==> src/rtl/seven_segment_capture.sv <==
// -----------------------------------------------------------------------------
// seven_segment_capture
//
// Receive-side monitor for a multiplexed 4-digit seven-segment bus. It samples
// the anode/segment lines and decodes each active digit's segment pattern back
// to a hex nibble. Once all four digits have been seen, it publishes one
// coherent 4-digit word. It also flags malformed anode or segment patterns
// and a stalled scan.
//
// Ports
//   clk_100MHz   in   1   system clock
//   reset        in   1   asynchronous, active-low reset
//   anode        in   4   digit enables, active-low, one-hot-low when valid
//   segment      in   7   segment drives, active-low, bit0=a .. bit6=g
//   digits       out 16   captured frame, [3:0]=digit 0 .. [15:12]=digit 3
//   blank_mask   out  4   1 = digit was blank (7'h7F) in the frame
//   frame_valid  out  1   one-cycle pulse when digits/blank_mask update
//   seg_error    out  1   sticky: unrecognised non-blank pattern captured
//   anode_error  out  1   sticky: several anodes low for a full stable period
//   stale        out  1   level: no anode change for TIMEOUT_CYCLES
// -----------------------------------------------------------------------------
module seven_segment_capture #(
  parameter int STABLE_CYCLES  = 16,
  parameter int TIMEOUT_CYCLES = 1048576
) (
  input  logic        clk_100MHz,
  input  logic        reset,
  input  logic [3:0]  anode,
  input  logic [6:0]  segment,
  output logic [15:0] digits,
  output logic [3:0]  blank_mask,
  output logic        frame_valid,
  output logic        seg_error,
  output logic        anode_error,
  output logic        stale
);

  localparam int STAB_W = $clog2(STABLE_CYCLES);
  localparam int TO_W   = $clog2(TIMEOUT_CYCLES + 1);
  localparam logic [STAB_W-1:0] STAB_MAX = STAB_W'(STABLE_CYCLES - 1);
  localparam logic [TO_W-1:0]   TO_MAX   = TO_W'(TIMEOUT_CYCLES);

  typedef enum logic [1:0] {
    IDLE,
    SETTLE,
    HELD
  } state_t;

  typedef struct packed {
    logic [3:0] nib;
    logic       blank;
    logic       bad;
  } decode_t;

  // Reverse of the display controller's font table.
  function automatic decode_t decode_seg(input logic [6:0] seg);
    decode_t d;
    d.nib   = 4'h0;
    d.blank = 1'b0;
    d.bad   = 1'b0;
    case (seg)
      7'h40: d.nib = 4'h0;
      7'h79: d.nib = 4'h1;
      7'h24: d.nib = 4'h2;
      7'h30: d.nib = 4'h3;
      7'h19: d.nib = 4'h4;
      7'h12: d.nib = 4'h5;
      7'h02: d.nib = 4'h6;
      7'h78: d.nib = 4'h7;
      7'h00: d.nib = 4'h8;
      7'h10: d.nib = 4'h9;
      7'h08: d.nib = 4'hA;
      7'h03: d.nib = 4'hB;
      7'h46: d.nib = 4'hC;
      7'h21: d.nib = 4'hD;
      7'h06: d.nib = 4'hE;
      7'h0E: d.nib = 4'hF;
      7'h7F: d.blank = 1'b1;
      default: d.bad = 1'b1;
    endcase
    return d;
  endfunction

  // ---------------------------------------------------------------------------
  // Input synchronisers plus a one-cycle history of the synced bus.
  // The history flops start at the idle bus value so that a bus that is
  // already driven when reset is released is seen as a change.
  // ---------------------------------------------------------------------------
  logic [3:0] an_meta, s_an, an_prev;
  logic [6:0] seg_meta, s_seg, seg_prev;

  always_ff @(posedge clk_100MHz or negedge reset) begin
    if (!reset) begin
      an_meta  <= 4'hF;
      s_an     <= 4'hF;
      an_prev  <= 4'hF;
      seg_meta <= 7'h7F;
      s_seg    <= 7'h7F;
      seg_prev <= 7'h7F;
    end else begin
      // NOTE: non-blocking assignments let every flop sample the value from
      // before the edge, so these registers form a real pipeline.
      an_meta  <= anode;
      s_an     <= an_meta;
      an_prev  <= s_an;
      seg_meta <= segment;
      s_seg    <= seg_meta;
      seg_prev <= s_seg;
    end
  end

  logic bus_change, an_change;
  assign an_change  = (s_an != an_prev);
  assign bus_change = an_change || (s_seg != seg_prev);

  // ---------------------------------------------------------------------------
  // Stability counter: number of cycles the synced bus has stayed unchanged.
  // ---------------------------------------------------------------------------
  logic [STAB_W-1:0] stab_cnt;

  always_ff @(posedge clk_100MHz or negedge reset) begin
    if (!reset) begin
      stab_cnt <= '0;
    end else if (bus_change) begin
      stab_cnt <= '0;
    end else if (stab_cnt != STAB_MAX) begin
      stab_cnt <= stab_cnt + 1'b1;
    end
  end

  // ---------------------------------------------------------------------------
  // Capture FSM: one capture per stable period of an active bus.
  // ---------------------------------------------------------------------------
  state_t state, state_next;
  logic   capture_fire;

  always_ff @(posedge clk_100MHz or negedge reset) begin
    if (!reset) state <= IDLE;
    else        state <= state_next;
  end

  always_comb begin
    // NOTE: defaults first so every path assigns every output and no latch
    // is inferred.
    state_next   = state;
    capture_fire = 1'b0;
    case (state)
      IDLE: begin
        if (s_an != 4'hF) state_next = SETTLE;
      end
      SETTLE: begin
        if (s_an == 4'hF) begin
          state_next = IDLE;
        end else if (!bus_change && stab_cnt == STAB_MAX) begin
          // bus_change guards the entry cycle, when the counter still holds
          // the count from the previous period.
          capture_fire = 1'b1;
          state_next   = HELD;
        end
      end
      HELD: begin
        if (bus_change) state_next = (s_an == 4'hF) ? IDLE : SETTLE;
      end
      default: state_next = IDLE;
    endcase
  end

  // ---------------------------------------------------------------------------
  // Capture datapath
  // ---------------------------------------------------------------------------
  logic [3:0] an_low, cap_bits;
  logic       multi_low;
  decode_t    dec;

  assign an_low    = ~s_an;
  // Clearing the lowest set bit leaves something only if two or more were set.
  assign multi_low = |(an_low & (an_low - 4'd1));
  assign cap_bits  = (capture_fire && !multi_low) ? an_low : 4'h0;
  assign dec       = decode_seg(s_seg);

  logic [3:0] shadow_nib [4];
  logic [3:0] shadow_blank;
  logic [3:0] cap_mask;

  always_ff @(posedge clk_100MHz or negedge reset) begin
    if (!reset) begin
      // NOTE: the shadow store is only four nibbles. It is reset so that a
      // frame never publishes stale data from before reset.
      for (int i = 0; i < 4; i++) shadow_nib[i] <= 4'h0;
      shadow_blank <= 4'h0;
      cap_mask     <= 4'h0;
      digits       <= 16'h0;
      blank_mask   <= 4'h0;
      frame_valid  <= 1'b0;
      seg_error    <= 1'b0;
      anode_error  <= 1'b0;
    end else begin
      for (int i = 0; i < 4; i++) begin
        if (cap_bits[i]) begin
          shadow_nib[i]   <= dec.nib;
          shadow_blank[i] <= dec.blank;
        end
      end

      // On the completion cycle the old shadow is published. A capture that
      // lands in the same cycle starts the next frame's mask.
      if (cap_mask == 4'hF) begin
        digits     <= {shadow_nib[3], shadow_nib[2], shadow_nib[1], shadow_nib[0]};
        blank_mask <= shadow_blank;
        cap_mask   <= cap_bits;
      end else begin
        cap_mask   <= cap_mask | cap_bits;
      end
      frame_valid <= (cap_mask == 4'hF);

      if (|cap_bits && dec.bad)      seg_error   <= 1'b1;
      if (capture_fire && multi_low) anode_error <= 1'b1;
    end
  end

  // ---------------------------------------------------------------------------
  // Stall detector: counts cycles since the last anode change.
  // ---------------------------------------------------------------------------
  logic [TO_W-1:0] stale_cnt;

  always_ff @(posedge clk_100MHz or negedge reset) begin
    if (!reset) begin
      stale_cnt <= '0;
    end else if (an_change) begin
      stale_cnt <= '0;
    end else if (stale_cnt != TO_MAX) begin
      stale_cnt <= stale_cnt + 1'b1;
    end
  end

  assign stale = (stale_cnt == TO_MAX);

endmodule

==> config.mk <==
export PLATFORM = sky130hd
export DESIGN_NAME = seven_segment_capture
export DESIGN_NICKNAME = d
export VERILOG_FILES = /design/src/rtl/seven_segment_capture.sv
export SDC_FILE = /design/constraint.sdc
export NUM_CORES = 1
export LEC_CHECK = 0
export CAP_MARGIN = 20
export CORE_MARGIN = 2
export CORE_UTILIZATION = 55
export DETAILED_ROUTE_END_ITERATION = 10
export GPL_ROUTABILITY_DRIVEN = 1
export GPL_TIMING_DRIVEN = 0
export PLACE_DENSITY = 0.75
export SYNTH_ARGS = -nofsm -noshare
export SYNTH_HDL_FRONTEND = slang
export SYNTH_SLANG_ARGS = --single-unit
==> constraint.sdc <==
create_clock -name clk_100MHz -period 2.6 [get_ports clk_100MHz]
set_input_delay 0.52 -clock clk_100MHz [delete_from_list [all_inputs] [get_ports clk_100MHz]]
set_output_delay 0.52 -clock clk_100MHz [all_outputs]
set_load 0.05 [all_outputs]
==> results of run 1 <==
[where the power goes]
group          internal, µW  total [µW]  switching [µW]
Clock                   404        1020             612
Sequential             1710        1740            25.8
Combinational          57.3         143            85.8
Total                  2170        2900             724
[stage by stage]
step | setup slack, ns | std cells
2_1_floorplan | 0.210 | 403
3_3_place_gp | -2.78 | 544
3_5_place_dp | -0.196 | 545
4_1_cts | 0.0344 | 561
5_1_grt | 0.00932 | 562
6_report | 0.157 | 562
[how the worst min path moves through the flow]
stage	start	endpoint	slack, ns	depth (start not counted)
6_report	reset	stab_cnt[3]$_DFFE_PN0P_	0.15	1
5_1_grt	reset	shadow_nib[6]$_DFFE_PN0P_	0.21	1
4_1_cts	reset	digits[10]$_DFFE_PN0P_	0.17	1
3_5_place_dp	seg_meta[1]$_DFF_PN1_	s_seg[1]$_DFF_PN1_	0.35	0
3_3_place_gp	seg_meta[0]$_DFF_PN1_	s_seg[0]$_DFF_PN1_	0.35	0
2_1_floorplan	reset	anode_error$_DFFE_PN0P_	0.22	0
[routing by layer]
layer | share of wire | track usage | up-vias
li1 | - | - | 1485
met4 | 0.013 | 0.0604 | 0
met2 | 0.50 | 0.330 | 61
met5 | 0 | 0 | -
met1 | 0.45 | 0.256 | 1522
met3 | 0.033 | 0.0427 | 14
[area by class of cell]
cell class | count | area (µm²) | area share
plain buffers | 16 | 67.6 | 0.0127
well taps | 105 | 131 | 0.0247
clock buffers | 10 | 138 | 0.0259
multi-input cells | 269 | 1760 | 0.330
clock inverters | 6 | 62.6 | 0.0118
flip-flops and latches | 107 | 2720 | 0.512
inverters | 9 | 33.8 | 0.00636
repair buffers | 40 | 405 | 0.0763
[kinds of logic after synthesis]
| family | count (synthesis) | share of synthesized area |
|---|---|---|
| AND/OR/NAND/NOR | 171 | 0.193 |
| flip-flops | 107 | 0.595 |
| AO/OA/AOI/OAI | 40 | 0.0624 |
| XOR/XNOR | 32 | 0.0613 |
| buffers and inverters | 27 | 0.0238 |
| multiplexers | 22 | 0.0537 |
| adder cells (fa/ha/maj) | 4 | 0.0104 |
[synth_stat cells (2+ instances only)]
| cell | count |
|---|---|
| nor4_4 | 4 |
| nor3b_1 | 2 |
| a21oi_1 | 10 |
| nand4_1 | 7 |
| and4_1 | 4 |
| dfrtp_1 | 74 |
| a21o_1 | 9 |
| nand2_1 | 70 |
| o21ai_0 | 3 |
| dfstp_2 | 33 |
| a211oi_1 | 2 |
| nor2_1 | 35 |
| a31oi_1 | 3 |
| and3_1 | 3 |
| nor4b_1 | 4 |
| mux2_2 | 20 |
| xor2_1 | 7 |
| mux2i_1 | 2 |
| nor4_1 | 6 |
| nor2b_1 | 2 |
| nand3_1 | 11 |
| inv_1 | 9 |
| ha_1 | 3 |
| clkbuf_1 | 17 |
| nor3_1 | 12 |
| xnor2_1 | 25 |
| nand3b_1 | 2 |
[critical path: stages, from the launching register on]
cell,delay (ns)
dfrtp_1,0.42
ha_1,0.22
and3_1,0.16
clkbuf_1,0.21
nand3b_1,0.38
nor4_4,0.56
mux2_2,0.40
[flip-flops by register name (all words and copies together), names as in the netlist]
| name | flops |
|---|---|
| stale_cnt | 21 |
| digits | 16 |
| shadow_nib | 16 |
| s_seg | 7 |
| seg_meta | 7 |
| seg_prev | 7 |
| an_meta | 4 |
| an_prev | 4 |
| blank_mask | 4 |
| cap_mask | 4 |
| s_an | 4 |
| shadow_blank | 4 |
| stab_cnt | 4 |
| state | 2 |
| anode_error | 1 |
| frame_valid | 1 |
| seg_error | 1 |
[what timing repair did]
item | in CTS | in global routing
resized for setup | 6 | 3
setup buffers | 2 | 1
pin swaps | 2 | 1
cloned | 0 | 0
setup endpoints to repair | 21 | 16
hold endpoints to repair | 0 | 0
==> flow_metrics.env, run 1 <==
export IMPL_die_area_um2=9050
export IMPL_drc=0
export IMPL_synth_edf_count=0
export IMPL_ioPinCount=37
export IMPL_ant_nets=0
export IMPL_grt_pass1_wl_um=13800
export IMPL_drt_iter0_markers=74
export IMPL_dr_pass1_iters=5
export IMPL_insertion_delay_ns=0.38
export IMPL_worst_ep_required_time_ns=2.86
export IMPL_crit_fanout=6
export IMPL_clock_path_buffers=2
export IMPL_drive_above_1_share=0.188
export IMPL_setup_viol=0
export IMPL_drv_cap=0
export IMPL_r2r_slack_ns=0.16
export IMPL_crit_path_end="shadow_nib[9]$_DFFE_PN0P_"
export IMPL_io_buffers=36
export IMPL_worstSetupEndpointType="flip-flop"
export IMPL_hp_class="in2async"
export IMPL_num_vias=3082
export IMPL_syn_cell_area_um2=4570
export IMPL_worst_ir_drop_vdd_mv=0.350
export IMPL_p_leak_uw=0.00236
export IMPL_gp_congestion=0.905
export IMPL_ys_seq_elements=107
export IMPL_fin_skew_ns=0.0162
export IMPL_finalNetCount=468
export IMPL_dieWidth_um=95.2
export IMPL_cts_tree="done"
export IMPL_clk_pin_slew_ns=0.11
export IMPL_coreArea_um2=8130
export IMPL_hold_ws_ns=0.154
export IMPL_finalSetupTns_ns=0
export IMPL_slew_headroom=0.453
export IMPL_die_h_um=95.2
export IMPL_rsz0062_at_grt="false"
export IMPL_cts_root_buf="clkbuf_8"
export IMPL_htreeDepth=3
export IMPL_synthCells=403
export IMPL_slew_viol_final=0
export IMPL_grt_pass1_vias=2951
export IMPL_numCtsBuffers=9
export IMPL_via_per_inst=5.48
export IMPL_period_share=0.940
export IMPL_status="completed"
export IMPL_drt_total_wl_um=8360
export IMPL_final_common_cell="dfrtp_1"
export IMPL_hold_violations=0
export IMPL_num_rows=33
export IMPL_grt_max_degree=58
export IMPL_synth_top_cell_area_share=0.405
export IMPL_synthFlopType="dfrtp_1"
export IMPL_yosysSeqAreaShare=0.595
export IMPL_grt_remaining_overflow=0
export IMPL_yosys_warnings=0
export IMPL_antenna_cells=0
export IMPL_place_area_um2=5090
export IMPL_fmax_mhz=409
export IMPL_cp_start_kind="flip-flop"
export IMPL_cts_hold_buf=0
export IMPL_dp_final_hpwl_um=5630
export IMPL_fill_cells=618
export IMPL_layout_min_cycle_time_ns=2.44
export IMPL_ff2ff_path_depth=6
export IMPL_r2r_end="shadow_nib[9]$_DFFE_PN0P_"
export IMPL_crit_type="reg2reg"
export IMPL_wl_per_cell_um=14.9
export IMPL_fin_area_um2=5310
export IMPL_pwr_density_cell_nw_per_um2=545
export IMPL_synthesis_nets=419
export IMPL_cp_arrival_ns=2.71
export IMPL_synth_async_sr_flop_share=1.00
export IMPL_syn_to_final_growth_pct=16.3
export IMPL_r2r_start="stab_cnt[0]$_DFFE_PN0P_"
export IMPL_finalCoreUtilization=0.653
export IMPL_synthDistinctLibCells=51
export IMPL_synth_avg_cell_area_um2=11.3
export IMPL_synth_area_top_cells="dfrtp_1 41%, dfstp_2 19%, nand2_1 5.8%"
export IMPL_worstMarginPinSlew_ns=0.820
export IMPL_total_power_uw=2900
export IMPL_synth_area_leader_cell="dfrtp_1"
export IMPL_clock_sinks=107
export IMPL_layout_common_cells="74 x dfrtp_1, 70 x nand2_1, 34 x nor2_1, 34 x clkdlybuf4s50_1, 33 x dfstp_2"
export IMPL_initial_core_util=0.562
export IMPL_grt_antenna_before_repair=0
export IMPL_crit_start="stab_cnt[0]$_DFFE_PN0P_"
export IMPL_grt_use_total=0.197
Power figures use the tool's default switching activity.
==> run 2, diff against run 1 <==
CORE_UTILIZATION = 35   (was 55)
PLACE_DENSITY = 0.52   (was 0.75)
==> flow_metrics.env, run 2 (synthesized netlist as in run 1, its figures left out) <==
export IMPL_status="completed"
export IMPL_numCtsBuffers=9
export IMPL_ant_nets=0
export IMPL_fmax_mhz=402
export IMPL_worstSetupEndpointType="flip-flop"
export IMPL_post_place_ws_ns=-0.181
export IMPL_initial_core_util=0.361
export IMPL_pwr_density_cell_nw_per_um2=585
export IMPL_largest_reg_flops=21
export IMPL_drv_cap=0
export IMPL_dp_final_hpwl_um=5940
export IMPL_wl_per_cell_um=13.9
export IMPL_die_h_um=118
export IMPL_htreeDepth=3
export IMPL_top_regs="stale_cnt x21, digits x16, shadow_nib x16"
export IMPL_cts_tree="done"
export IMPL_syn_to_final_growth_pct=20.1
export IMPL_crit_path_end="shadow_nib[4]$_DFFE_PN0P_"
export IMPL_finalNetCount=469
export IMPL_slew_viol_final=0
export IMPL_cts_root_buf="clkbuf_16"
export IMPL_slowest_stage="dfstp_2"
export IMPL_fill_cells=1231
export IMPL_cts_hold_buf=0
export IMPL_grt_use_total=0.135
export IMPL_clock_sinks=107
export IMPL_p_leak_uw=0.00241
export IMPL_layout_common_cells="74 x dfrtp_1, 70 x nand2_1, 34 x nor2_1, 34 x clkdlybuf4s50_1, 33 x dfstp_2"
export IMPL_clock_path_buffers=2
export IMPL_io_buffers=36
export IMPL_worstMarginPinSlew_ns=0.805
export IMPL_clk_pin_slew_ns=0.07
export IMPL_ff2ff_path_depth=7
export IMPL_die_area_um2=14000
export IMPL_fin_area_um2=5490
export IMPL_drc=0
export IMPL_worst_ir_drop_vdd_mv=0.410
export IMPL_num_vias=3052
export IMPL_gp_congestion=0.788
export IMPL_drt_total_wl_um=8770
export IMPL_via_per_inst=4.84
export IMPL_dr_pass1_iters=4
export IMPL_crit_type="reg2reg"
export IMPL_crit_start="s_an[2]$_DFF_PN1_"
export IMPL_dieWidth_um=118
export IMPL_layout_min_cycle_time_ns=2.49
export IMPL_slew_headroom=0.463
export IMPL_crit_chain="xnor2_1 -> nand4_1 -> or3_4 -> buf_6 -> nor4_4 -> buf_4 -> mux2_2"
export IMPL_drive_above_1_share=0.188
export IMPL_cp_slowest_stage_delay_ns=0.62
export IMPL_drt_iter0_markers=274
export IMPL_grt_pass1_wl_um=15000
export IMPL_antenna_cells=0
export IMPL_finalWorstSetupSlack_ns=0.110
export IMPL_crit_fanout=10
export IMPL_insertion_delay_ns=0.36
export IMPL_period_share=0.958
export IMPL_final_cells=630
export IMPL_ioPinCount=37
export IMPL_setup_viol=0
export IMPL_finalSetupTns_ns=0
export IMPL_num_rows=41
export IMPL_r2r_start="s_an[2]$_DFF_PN1_"
export IMPL_fin_skew_ns=0.0111
export IMPL_r2r_end="shadow_nib[4]$_DFFE_PN0P_"
export IMPL_grt_max_degree=67
export IMPL_r2r_slack_ns=0.11
export IMPL_worst_ep_required_time_ns=2.84
export IMPL_hold_violations=0
export IMPL_grt_pass1_vias=2926
export IMPL_hp_class="in2async"
export IMPL_cp_start_kind="flip-flop"
export IMPL_final_common_cell="dfrtp_1"
export IMPL_grt_antenna_before_repair=0
export IMPL_top_register="stale_cnt"
export IMPL_coreArea_um2=12700
export IMPL_place_inst=612
export IMPL_grt_remaining_overflow=0
export IMPL_cp_arrival_ns=2.73
export IMPL_place_area_um2=5170
-- run 2: cell count changes in the layout (fill, tap and decap cells not counted), sizes merged --
cell | previous run | this run
inv | 14 | 13
buf | 7 | 8
clkinv | 1 | 2
-- run 2: what timing repair did --
| item | CTS | global route |
|---|---|---|
| endpoints found under the setup margin | 18 | 21 |
| setup buffers | 2 | 2 |
| pin swaps | 2 | 1 |
| resized for setup | 6 | 3 |
-- run 2: final cells by class --
type / instances / area (µm²) / share of cell area
inverter: 9 / 33.8 / 0.00615
clock buffer: 10 / 229 / 0.0417
sequential: 107 / 2720 / 0.495
tap: 172 / 215 / 0.0392
multi-input combinational: 269 / 1760 / 0.320
clock inverter: 6 / 56.3 / 0.0103
buffer: 16 / 67.6 / 0.0123
timing repair buffer: 41 / 413 / 0.0752
-- run 2: layer usage --
layer,vias up,global-route usage,share of wire
met5,-,0,0
met4,0,0.0497,0.016
met3,9,0.0405,0.037
met2,50,0.200,0.46
met1,1510,0.188,0.49
li1,1483,-,-
-- run 2: worst max-delay path, delay by kind of cell, from the launching register on --
kind | cells | cell delay, ns
flip-flops | 1 | 0.62
AND/OR/NAND/NOR | 3 | 0.91
multiplexers | 1 | 0.34
buffers and inverters | 2 | 0.37
XOR/XNOR | 1 | 0.14
-- run 2: stage by stage --
step	utilization	hold WS (ns)	total power, µW
floorplan	-	0.224	1830
global placement	0.406	0.345	1910
detailed placement	0.408	0.347	1920
CTS	0.431	0.148	3270
global route	0.433	0.166	3350
finish	0.433	0.141	3210
-- run 2: worst min-delay path by stage --
stage / endpoint / slack, ns / cells past startpoint
after global routing: stab_cnt[0]$_DFFE_PN0P_ / 0.17 / 1
after global placement: s_seg[6]$_DFF_PN1_ / 0.35 / 0
final: stab_cnt[0]$_DFFE_PN0P_ / 0.14 / 1
after detailed placement: s_an[1]$_DFF_PN1_ / 0.35 / 0
after CTS: stab_cnt[0]$_DFFE_PN0P_ / 0.15 / 1
after floorplan: anode_error$_DFFE_PN0P_ / 0.22 / 0
-- run 2: report_power, final --
group / total [µW] / switching (µW) / leakage, µW / internal [µW]
Sequential: 1740 / 24.7 / 0.00138 / 1710
Clock: 1330 / 653 / 0.000143 / 675
Combinational: 147 / 88.6 / 0.000886 / 58.3
